<file path="src/rtl/d5m_emu_pkg.sv">
// Shared types and constants for the D5M sensor emulator.
package d5m_emu_pkg;

    localparam int DATA_W = 12;

    typedef enum logic [2:0] {
        ST_IDLE   = 3'd0,
        ST_F_PRE  = 3'd1,
        ST_LINE   = 3'd2,
        ST_H_GAP  = 3'd3,
        ST_F_POST = 3'd4,
        ST_V_GAP  = 3'd5
    } emu_state_t;

    typedef enum logic [1:0] {
        PAT_COUNTER = 2'd0,
        PAT_RAMP    = 2'd1,
        PAT_CONST   = 2'd2,
        PAT_BAYER   = 2'd3
    } pattern_t;

    localparam logic [DATA_W-1:0] BAYER_G = 12'h800;
    localparam logic [DATA_W-1:0] BAYER_R = 12'hFFF;
    localparam logic [DATA_W-1:0] BAYER_B = 12'h000;

    // Pixel value for one active pixel. Only the low 12 bits of row, col and
    // width matter: the counter pattern is taken modulo 4096 anyway.
    function automatic logic [DATA_W-1:0] pattern_pixel(
        input pattern_t          sel,
        input logic [DATA_W-1:0] row_lo,
        input logic [DATA_W-1:0] col_lo,
        input logic [DATA_W-1:0] const_value,
        input logic [DATA_W-1:0] width_lo
    );
        logic [DATA_W-1:0] px;
        case (sel)
            PAT_COUNTER: px = row_lo * width_lo + col_lo;
            PAT_RAMP:    px = col_lo;
            PAT_CONST:   px = const_value;
            PAT_BAYER: begin
                case ({row_lo[0], col_lo[0]})
                    2'b00:   px = BAYER_G;
                    2'b01:   px = BAYER_R;
                    2'b10:   px = BAYER_B;
                    2'b11:   px = BAYER_G;
                    default: px = BAYER_G;
                endcase
            end
            default:     px = {DATA_W{1'b0}};
        endcase
        return px;
    endfunction

endpackage

</file>
<file path="src/rtl/d5m_sensor_emulator_pixclk_gen.sv">
// Pixel clock divider: free-running div_cnt, registered pixclk and the
// pix_tick strobe marking the clk edge on which pixclk rises.
module d5m_pixclk_gen #(
    parameter int PIXCLK_DIV = 4
) (
    input  logic clk,
    input  logic reset,
    output logic cam_pixclk,
    output logic pix_tick
);

    localparam int CNT_W = $clog2(PIXCLK_DIV);

    logic [CNT_W-1:0] div_cnt;
    logic [CNT_W-1:0] div_next;

    assign pix_tick = (div_cnt == CNT_W'(PIXCLK_DIV - 1));

    // Next divider value, wrapping at PIXCLK_DIV-1.
    always_comb begin
        if (pix_tick) begin
            div_next = {CNT_W{1'b0}};
        end else begin
            div_next = div_cnt + CNT_W'(1);
        end
    end

    // Divider register; pixclk is derived from the next count so it rises on
    // the same edge that the frame outputs update.
    always_ff @(posedge clk) begin
        if (reset) begin
            div_cnt    <= {CNT_W{1'b0}};
            cam_pixclk <= 1'b0;
        end else begin
            div_cnt    <= div_next;
            cam_pixclk <= (div_next < CNT_W'(PIXCLK_DIV / 2));
        end
    end

endmodule

</file>
<file path="src/rtl/d5m_sensor_emulator.sv">
// D5M sensor emulator: generates FVAL/LVAL/DATA frames on an emulated pixel
// clock, continuously or one frame per trigger.
module d5m_sensor_emulator
    import d5m_emu_pkg::*;
#(
    parameter int FRAME_WIDTH  = 640,
    parameter int FRAME_HEIGHT = 480,
    parameter int H_BLANK      = 32,
    parameter int F2L_BLANK    = 4,
    parameter int V_BLANK      = 64,
    parameter int PIXCLK_DIV   = 4
) (
    input  logic              clk,
    input  logic              reset,
    input  logic              enable,
    input  logic              snapshot_mode,
    input  logic [1:0]        pattern_sel,
    input  logic [DATA_W-1:0] const_value,
    input  logic              cam_reset_n,
    input  logic              cam_trigger,
    output logic              cam_pixclk,
    output logic              cam_fval,
    output logic              cam_lval,
    output logic [DATA_W-1:0] cam_data,
    output logic [15:0]       frame_count,
    output logic              busy
);

    logic              pix_tick;
    emu_state_t        state, state_n;
    logic [15:0]       cnt, cnt_n;
    logic [15:0]       row, row_n;
    logic [15:0]       dur;
    logic              last, go, start, frame_done;
    logic              fval_n, lval_n;
    logic [DATA_W-1:0] data_n;
    pattern_t          pat_lat;
    logic [DATA_W-1:0] const_lat;
    logic              snap_lat;
    logic              pending, trig_d, snap_eff;

    d5m_pixclk_gen #(.PIXCLK_DIV(PIXCLK_DIV)) u_pixclk (
        .clk        (clk),
        .reset      (reset),
        .cam_pixclk (cam_pixclk),
        .pix_tick   (pix_tick)
    );

    assign go       = enable & (~snapshot_mode | pending);
    assign last     = (cnt == dur - 16'd1);
    // While a frame runs, the mode it was started with decides whether
    // triggers are stored.
    assign snap_eff = (state == ST_IDLE) ? snapshot_mode : snap_lat;

    // Tick length of the current state.
    always_comb begin
        case (state)
            ST_F_PRE:  dur = 16'(F2L_BLANK);
            ST_LINE:   dur = 16'(FRAME_WIDTH);
            ST_H_GAP:  dur = 16'(H_BLANK);
            ST_F_POST: dur = 16'(F2L_BLANK);
            ST_V_GAP:  dur = 16'(V_BLANK);
            default:   dur = 16'd1;
        endcase
    end

    // Next state, tick/row counters and frame start/end strobes, applied on pix_tick.
    always_comb begin
        state_n    = state;
        cnt_n      = cnt + 16'd1;
        row_n      = row;
        start      = 1'b0;
        frame_done = 1'b0;
        case (state)
            ST_IDLE: begin
                cnt_n = 16'd0;
                if (go) begin
                    state_n = ST_F_PRE;
                    row_n   = 16'd0;
                    start   = 1'b1;
                end else begin
                    state_n = ST_IDLE;
                end
            end
            ST_F_PRE: begin
                if (last) begin
                    state_n = ST_LINE;
                    cnt_n   = 16'd0;
                end else begin
                    state_n = ST_F_PRE;
                end
            end
            ST_LINE: begin
                if (last) begin
                    cnt_n   = 16'd0;
                    row_n   = row + 16'd1;
                    state_n = (row + 16'd1 < 16'(FRAME_HEIGHT)) ? ST_H_GAP : ST_F_POST;
                end else begin
                    state_n = ST_LINE;
                end
            end
            ST_H_GAP: begin
                if (last) begin
                    state_n = ST_LINE;
                    cnt_n   = 16'd0;
                end else begin
                    state_n = ST_H_GAP;
                end
            end
            ST_F_POST: begin
                if (last) begin
                    state_n    = ST_V_GAP;
                    cnt_n      = 16'd0;
                    frame_done = 1'b1;
                end else begin
                    state_n = ST_F_POST;
                end
            end
            ST_V_GAP: begin
                if (last) begin
                    cnt_n = 16'd0;
                    if (go) begin
                        state_n = ST_F_PRE;
                        row_n   = 16'd0;
                        start   = 1'b1;
                    end else begin
                        state_n = ST_IDLE;
                    end
                end else begin
                    state_n = ST_V_GAP;
                end
            end
            default: begin
                state_n = ST_IDLE;
                cnt_n   = 16'd0;
                row_n   = 16'd0;
            end
        endcase
    end

    // Conduit outputs corresponding to the next state.
    always_comb begin
        fval_n = (state_n == ST_F_PRE) || (state_n == ST_LINE) ||
                 (state_n == ST_H_GAP) || (state_n == ST_F_POST);
        lval_n = (state_n == ST_LINE);
        if (lval_n) begin
            data_n = pattern_pixel(pat_lat, row_n[DATA_W-1:0], cnt_n[DATA_W-1:0],
                                   const_lat, DATA_W'(FRAME_WIDTH));
        end else begin
            data_n = {DATA_W{1'b0}};
        end
    end

    // Frame FSM, counters and registered outputs; cam_reset_n aborts at once.
    always_ff @(posedge clk) begin
        if (reset) begin
            state       <= ST_IDLE;
            cnt         <= 16'd0;
            row         <= 16'd0;
            cam_fval    <= 1'b0;
            cam_lval    <= 1'b0;
            cam_data    <= {DATA_W{1'b0}};
            busy        <= 1'b0;
            frame_count <= 16'd0;
            pat_lat     <= PAT_COUNTER;
            const_lat   <= {DATA_W{1'b0}};
            snap_lat    <= 1'b0;
        end else if (!cam_reset_n) begin
            state    <= ST_IDLE;
            cnt      <= 16'd0;
            row      <= 16'd0;
            cam_fval <= 1'b0;
            cam_lval <= 1'b0;
            cam_data <= {DATA_W{1'b0}};
            busy     <= 1'b0;
        end else if (pix_tick) begin
            state       <= state_n;
            cnt         <= cnt_n;
            row         <= row_n;
            cam_fval    <= fval_n;
            cam_lval    <= lval_n;
            cam_data    <= data_n;
            busy        <= (state_n != ST_IDLE);
            frame_count <= frame_count + {15'd0, frame_done};
            if (start) begin
                pat_lat   <= pattern_t'(pattern_sel);
                const_lat <= const_value;
                snap_lat  <= snapshot_mode;
            end
        end
    end

    // Snapshot trigger: a rising edge stores one pending request until a frame starts.
    always_ff @(posedge clk) begin
        if (reset) begin
            trig_d  <= 1'b0;
            pending <= 1'b0;
        end else begin
            trig_d <= cam_trigger;
            if (!cam_reset_n) begin
                pending <= 1'b0;
            end else if (cam_trigger && !trig_d && snap_eff) begin
                pending <= 1'b1;
            end else if (pix_tick && start) begin
                pending <= 1'b0;
            end
        end
    end

endmodule
</file>
<file path="config.mk">
export PLATFORM = sky130hd
export DESIGN_NAME = d5m_sensor_emulator
export DESIGN_NICKNAME = d
export VERILOG_FILES = /design/src/rtl/d5m_emu_pkg.sv /design/src/rtl/d5m_sensor_emulator_pixclk_gen.sv /design/src/rtl/d5m_sensor_emulator.sv
export SDC_FILE = /design/constraint.sdc
export NUM_CORES = 1
export LEC_CHECK = 0
export ABC_CLOCK_PERIOD_IN_PS = 7600
export CORE_MARGIN = 5
export CORE_UTILIZATION = 63
export CTS_BUF_LIST = sky130_fd_sc_hd__clkbuf_4 sky130_fd_sc_hd__clkbuf_8
export CTS_CLUSTER_DIAMETER = 150
export DETAILED_ROUTE_END_ITERATION = 10
export HOLD_SLACK_MARGIN = 0.06
export PLACE_DENSITY = 0.87
export SETUP_SLACK_MARGIN = 0.02
export SYNTH_ARGS = -nofsm -noshare
export SYNTH_HDL_FRONTEND = slang
export SYNTH_SLANG_ARGS = --single-unit
</file>
<file path="constraint.sdc">
create_clock -name clk -period 7.6 [get_ports clk]
set_input_delay 1.9 -clock clk [delete_from_list [all_inputs] [get_ports clk]]
set_output_delay 1.9 -clock clk [all_outputs]
set_load 0.005 [all_outputs]
</file>
Word-level counts from Yosys, hierarchy flattened
Cells that the tools add are included.
{"block": "op_classes", "n_bitwise": 5, "add_sub_neg": 6, "multipliers": 1, "n_eq_ne": 19, "muxes": 27, "reduce_logical": 20, "order_cmp": 2}
{"cell": "$mux 16", "count": 5}
{"cell": "$pmux 16 s4", "count": 1}
{"cell": "$pmux 12 s4", "count": 1}
{"cell": "$pmux 10 s4", "count": 1}
{"cell": "$pmux 12 s3", "count": 1}
{"cell": "$add 16x1->16 const B", "count": 2}
{"cell": "$pmux 3 s6", "count": 1}
{"cell": "$add 16x1->16", "count": 1}
{"cell": "$eq 16x16->1", "count": 1}
{"cell": "$lt 16x9->1 const B", "count": 1}
{"cell": "$sub 16x1->16 const B", "count": 1}
{"cell": "$add 12x12->12", "count": 1}
{"cell": "$eq 3x2->1 const B", "count": 4}
{"cell": "$mul 12x3->5 const B", "count": 1}
{"cell": "$mux 12", "count": 1}
{"cell": "$eq 2x2->1 const B", "count": 5}
{"cell": "$mux 1", "count": 10}
{"cell": "$eq 3x3->1 const B", "count": 3}
{"cell": "$mux 3", "count": 3}
{"cell": "$eq 3x1->1 const B", "count": 2}
{"cell": "$reduce_or 2->1", "count": 3}
{"cell": "$reduce_or 5->1", "count": 1}
{"cell": "$eq 2x1->1 const B", "count": 2}
{"cell": "$logic_not 2->1", "count": 2}
{"cell": "other kinds (18)", "count": 26}
{"block": "word_totals", "regBits": 86, "elab_cells": 96}

Logic depth before layout (Yosys ltp)
{"block": "depth", "depth_word": 12, "depth_mapped": 17, "mapped_depth_nobuf": 16}

Hierarchy
From an unflattened synthesis, not the netlist that was laid out.
{"block": "unflattened", "cells_unflattened": 620, "hier_area_um2": 4897.2}
{"module": "d5m_sensor_emulator", "instances": 1, "cells_per_inst": 613, "area_per_inst_um2": 4804.6}
{"module": "d5m_pixclk_gen", "instances": 1, "cells_per_inst": 7, "area_per_inst_um2": 92.6}

Least setup slack after synthesis
Ideal clock, no wire load.
{"block": "synth_path", "path_type": "input-to-reg", "start": "input port snapshot_mode", "end": "register cam_data[11]", "setup_slack_ps": 2497, "required_time_ps": 7509, "setup_time_ps": 91, "t_arrival_ps": 5012, "cell_stages": 15, "n_path_buf": 0, "path_cell_list": "inv_1 o21ai_1 inv_1 a21oi_1 and2_1 a22o_1 ha_1 ha_1 ha_1 a21oi_1 xnor2_1 xor2_1 and3_1 or2_1 a311oi_1"}
{"element": "from (decl)", "line_no": "d5m_sensor_emulator.sv:16", "text": "input logic snapshot_mode,"}
{"element": "$not 1->1 *", "line_no": "d5m_sensor_emulator.sv:49", "text": "assign go = enable & (~snapshot_mode | pending);"}
{"element": "$or 1x1->1 *", "line_no": "d5m_sensor_emulator.sv:49"}
{"element": "$and 1x1->1 *", "line_no": "d5m_sensor_emulator.sv:49"}
{"element": "$mux 16 *", "line_no": "d5m_sensor_emulator.sv:77, d5m_sensor_emulator.sv:122"}
{"element": "$mux 16", "line_no": "d5m_sensor_emulator.sv:120", "text": "if (last) begin"}
{"element": "$pmux 16 s4 *", "line_no": "d5m_sensor_emulator.sv:74", "text": "case (state)"}
{"element": "net row_n[1]", "line_no": "d5m_sensor_emulator.sv:32", "text": "logic [15:0] row, row_n;"}
{"element": "$mul 12x3->5 *", "line_no": "d5m_emu_pkg.sv:37", "text": "PAT_COUNTER: px = row_lo * width_lo + col_lo;"}
{"element": "$add 12x12->12 *", "line_no": "d5m_emu_pkg.sv:37"}
{"element": "$pmux 12 s4 *", "line_no": "d5m_emu_pkg.sv:36", "text": "case (sel)"}
{"element": "$mux 12 *", "line_no": "d5m_sensor_emulator.sv:146", "text": "if (lval_n) begin"}
{"element": "to (signal assigned)", "line_no": "d5m_sensor_emulator.sv:162", "text": "cam_data <= {DATA_W{1'b0}};"}
{"element": "to (signal assigned)", "line_no": "d5m_sensor_emulator.sv:174", "text": "cam_data <= {DATA_W{1'b0}};"}
{"element": "to (signal assigned)", "line_no": "d5m_sensor_emulator.sv:182", "text": "cam_data <= data_n;"}
{"element": "to (decl)", "line_no": "d5m_sensor_emulator.sv:24", "text": "output logic [DATA_W-1:0] cam_data,"}
Mark *: on every way through the listed nets, which the timed path passes. The rest lies on a longest branch. The select of a mux whose other input is x is not followed.
A chain may end at the register's enable or synchronous reset.

Worst setup path after layout
Same ends and word-level chain as after synthesis.

==> impl_results.md <==
* Critical path data required time at around 7.9 ns
* Distinct cell type count after synthesis at between 70 and 80
* CORE AREA at between 7000 and 8000 sq um
* Max incr delay on CP at approximately 0.63 ns
* Initial Util at roughly two thirds
* Chip Height at approximately 99 um
* Sum Neg Setup Slack at 0 ns
* Chip Width at roughly 100 um
* Post-synth EDFFs at 0
* WS Path Type: input pin to flop
* Worst hold-check path type: flop to flop
* First-pass GRT wire length at roughly 22 mm
* Iteration-0 DRC Markers at between 300 and 400
* Share of cells above drive strength 1 at 7.75%
* Comb pwr share at approximately 7.0%
* Endpoints failing setup at 0
* Syn Area/Cell at ~8 sq um
* IO Count at 52
* Slew Viols, Final at 0
* Post-synthesis sequential area ratio at around a third
* Row count at 32
* Post-Syn Nets at 659
* Startpoint types: input pin
* Antenna fix cells at 0
* Crit path capture type: flop
* Worst path cell trace: clkdlybuf4s50_1 -> inv_1 -> o21ai_1 -> inv_1 -> a21oi_1 -> and2_1 -> a22o_1 -> ha_1 -> ha_1 -> ha_1 -> a21oi_1 -> xnor2_1 -> xor2_1 -> a21oi_1 -> or2_1 -> a311oi_1
* Top Family by Delay on Critical Path: compound AO/OA/AOI/OAI gates
* Worst skew pair latency at ~0.36 ns
* Cell Area, Synth at 5000 sq um
* Synthesis warning total at 0
* Clock skew at about 0.0092 ns
* Worst slack, placed at between 1 and 1.5 ns
* Worst reg2reg setup slack at roughly 2.3 ns
* Flop pwr share at 55.9%
* DP HPWL at 9.41 mm
* CTS Hold Bufs at 0
* Vias at 4775
* Pre-Repair DR Iteration Count at 5
* Placed instance area at ~5500 sq um
* WP data arrival at between 6 and 7 ns
* Final instance area at ~5700 sq um
* DR WL/cell at 17.2 um
* Worst Path Buf+Inv at 3
* Final net count at just under 700
* Setup WS post-layout at between 1.5 and 2 ns
* Primary FF master, synth: dfxtp_1
* CTS root buf: clkbuf_8
* Total track usage at between 20 and 30%
* RePlAce Congestion at 0.943
* Clock share of power at about 37%
* Initial antenna violation count at 0
* Vias per cell at 6.28
* CTS tree: done
* Peak supply drop at 0.0970 mV
* Grt total ovfl at 0
* Fin crit period at approximately 5.8 ns
* Int Power at approximately 610 uW
* Worst-Margin Slew at 0.972 ns
* Sink Count at 86
* FF+latch count, synth at 86
* Outcome: complete, no violations
* Vias in the first global route at around 4600
* Sw frac at 25.7%
* Sw Pwr at approximately 210 uW
* Relative slew slack at around a third
* Post-Place Cells at between 700 and 800
* Fillers at about 600
* Static leakage at between 0.0015 and 0.002 uW
* Routed Antenna Nets at 0
* Total Power at between 800 and 900 uW
* Post-synth ARST share at 0%
* RSZ-0062 raised after global routing: false
* # Max-Cap Violations at 0
* H-tree Lvls at 3
* FMAX at ~0.17 GHz
* Crit-path max FO at 10
* P per Cell Area at roughly 140 nW/um^2
* Post CTS Setup Buffer Count at 0
* Num CTS Buffers at 9
* DRC at 0
* Layout area overhead at 13.8%
* Reg clk slew, reported paths at approximately 0.090 ns
* Post-Synthesis Cells at about 630
* Post-route insts no fill at 760
* Final WL at 13.1 mm
* Largest net degree at the start of global routing at 38
* Period utilization at between 70% and 80%
* Crit-path slowest cell: o21ai_1
* Port-buffer cells at 51
* Final Hold Viols at 0
* Clock Tree Buf Depth at 2
* Die Footprint at between 9000 and 10000 sq um
* Cts repair resizes at 0
worst reg2reg max path, cell delays in order (launching register included):
cell      delay, ns
dfxtp_1        0.83
nor3b_1        0.61
mux2_2         0.45
a221oi_4       0.39
nand2_2        0.23
nor2_1         0.34
a22o_1         0.30
ha_1           0.27
ha_1           0.29
ha_1           0.31
a21oi_1        0.19
xnor2_1        0.16
xor2_1         0.23
a21oi_1        0.09
or2_1          0.24
a311oi_1       0.24
cell usage after synthesis, types with 2 or more instances:
| cell type | number | share of area, % |
|---|---|---|
| or2_1 | 2 | 0.25 |
| nor2_1 | 88 | 6.6 |
| a311oi_1 | 7 | 1.2 |
| clkbuf_1 | 30 | 2.3 |
| and3_1 | 6 | 0.75 |
| nand4_1 | 13 | 1.6 |
| xnor2_1 | 16 | 2.8 |
| ha_1 | 12 | 3.0 |
| o21ai_1 | 7 | 0.70 |
| inv_1 | 10 | 0.75 |
| o21a_1 | 3 | 0.45 |
| clkinv_1 | 2 | 0.15 |
| nor3_1 | 20 | 2.0 |
| a31oi_1 | 12 | 1.5 |
| nor4_1 | 2 | 0.25 |
| nand3_1 | 18 | 1.8 |
| a32oi_1 | 7 | 1.2 |
| a211oi_1 | 9 | 1.4 |
| nand2b_1 | 5 | 0.63 |
| mux2i_1 | 20 | 4.0 |
| nor3_2 | 2 | 0.40 |
| mux2_2 | 3 | 0.68 |
| a21oi_1 | 42 | 4.2 |
| or3_1 | 7 | 0.88 |
| dfxtp_1 | 86 | 34 |
| or2_2 | 5 | 0.63 |
| a21o_1 | 8 | 1.2 |
| nand2_1 | 56 | 4.2 |
| o2111ai_1 | 2 | 0.35 |
| buf_1 | 2 | 0.15 |
| buf_2 | 7 | 0.70 |
| inv_2 | 2 | 0.15 |
| or4_1 | 2 | 0.30 |
| and2_1 | 10 | 1.3 |
| xor2_1 | 15 | 2.6 |
| o31ai_1 | 5 | 0.75 |
| o21ai_0 | 28 | 2.8 |
| nand3b_1 | 4 | 0.60 |
| nor2b_1 | 5 | 0.63 |
| nand2_2 | 2 | 0.25 |
| a22oi_1 | 9 | 1.4 |
through the flow:
stage          hold slack (ns)  util (%)
3_3_place_gp             0.414      71.3
6_report                 0.438      73.7
3_5_place_dp             0.427      71.3
4_1_cts                  0.440      73.7
5_1_grt                  0.451      73.7
2_1_floorplan            0.404         -
layout by cell type (no fill, tap or decap), types with 3 or more instances in the layout:
master,netlist,final
nor2_1,88,88
dfxtp_1,86,86
nand2_1,56,56
clkdlybuf4s50_1,0,51
a21oi_1,42,42
o21ai_0,28,28
nor3_1,20,20
mux2i_1,20,20
nand3_1,18,18
xnor2_1,16,16
xor2_1,15,15
nand4_1,13,13
a31oi_1,12,12
ha_1,12,12
inv_1,10,10
and2_1,10,10
clkbuf_8,0,10
a211oi_1,9,9
a22oi_1,9,9
a21o_1,8,8
o21ai_1,7,7
a32oi_1,7,7
or3_1,7,7
a311oi_1,7,7
and3_1,6,6
nor2b_1,5,5
nand2b_1,5,5
or2_2,5,5
o31ai_1,5,5
buf_4,0,5
nand3b_1,4,4
mux2_2,3,3
o21a_1,3,3
inv_6,0,3
state kept, by name, summed over array words and instances, names as in the netlist, 2 cells and up:
name / cells
u_pixclk.div_cnt: 2
state: 3
cnt: 16
const_lat: 12
row: 16
cam_data: 12
frame_count: 16
pat_lat: 2
area by class of cell:
type | count | area (sq um) | share of cell area [%]
tap | 102 | 128 | 2.24
sequential | 86 | 1720 | 30.2
clock buffer | 10 | 138 | 2.42
timing repair buffer | 56 | 548 | 9.63
inverter | 14 | 52.6 | 0.923
clock inverter | 6 | 43.8 | 0.769
multi-input combinational | 486 | 3060 | 53.8
layer usage:
| layer | global-route usage, % | part of all wire, % | vias up |
|---|---|---|---|
| met5 | 0 | 0 | - |
| met4 | 8.82 | 2.7 | 0 |
| met3 | 5.47 | 6.8 | 34 |
| met2 | 44.3 | 48 | 192 |
| met1 | 35.1 | 43 | 2257 |
| li1 | - | - | 2292 |
cell families after synthesis:
family                     after synthesis  synth area share [%]
AOI/OAI and AO/OA                      161                  22.2
xor gates and xnor gates                31                  5.43
adders and majority gates               13                  3.40
buffers and inverters                   54                  4.38
DFF                                     86                  34.4
muxes                                   23                  4.68
and+or+nand+nor                        258                  25.5
power groups by stage:
stage / Clock [uW] / Sequential (uW) / Combinational [uW]
global placement: 0 / 468 / 54.5
global route: 327 / 458 / 62.2
CTS: 306 / 457 / 56.4
detailed placement: 0 / 468 / 56.2
floorplan: 0 / 467 / 34.3
finish: 304 / 457 / 57.2
path summary, 6_finish.rpt:
path | from | to | cells past startpoint
max | snapshot_mode | cam_data[11] | 16
min reg2reg | u_pixclk.div_cnt[0] | u_pixclk.div_cnt[0] | 1
max reg2reg | state[1] | cam_data[11] | 15
min | u_pixclk.div_cnt[0] | u_pixclk.div_cnt[0] | 1
No activity file was read; power rests on OpenSTA's default activity.
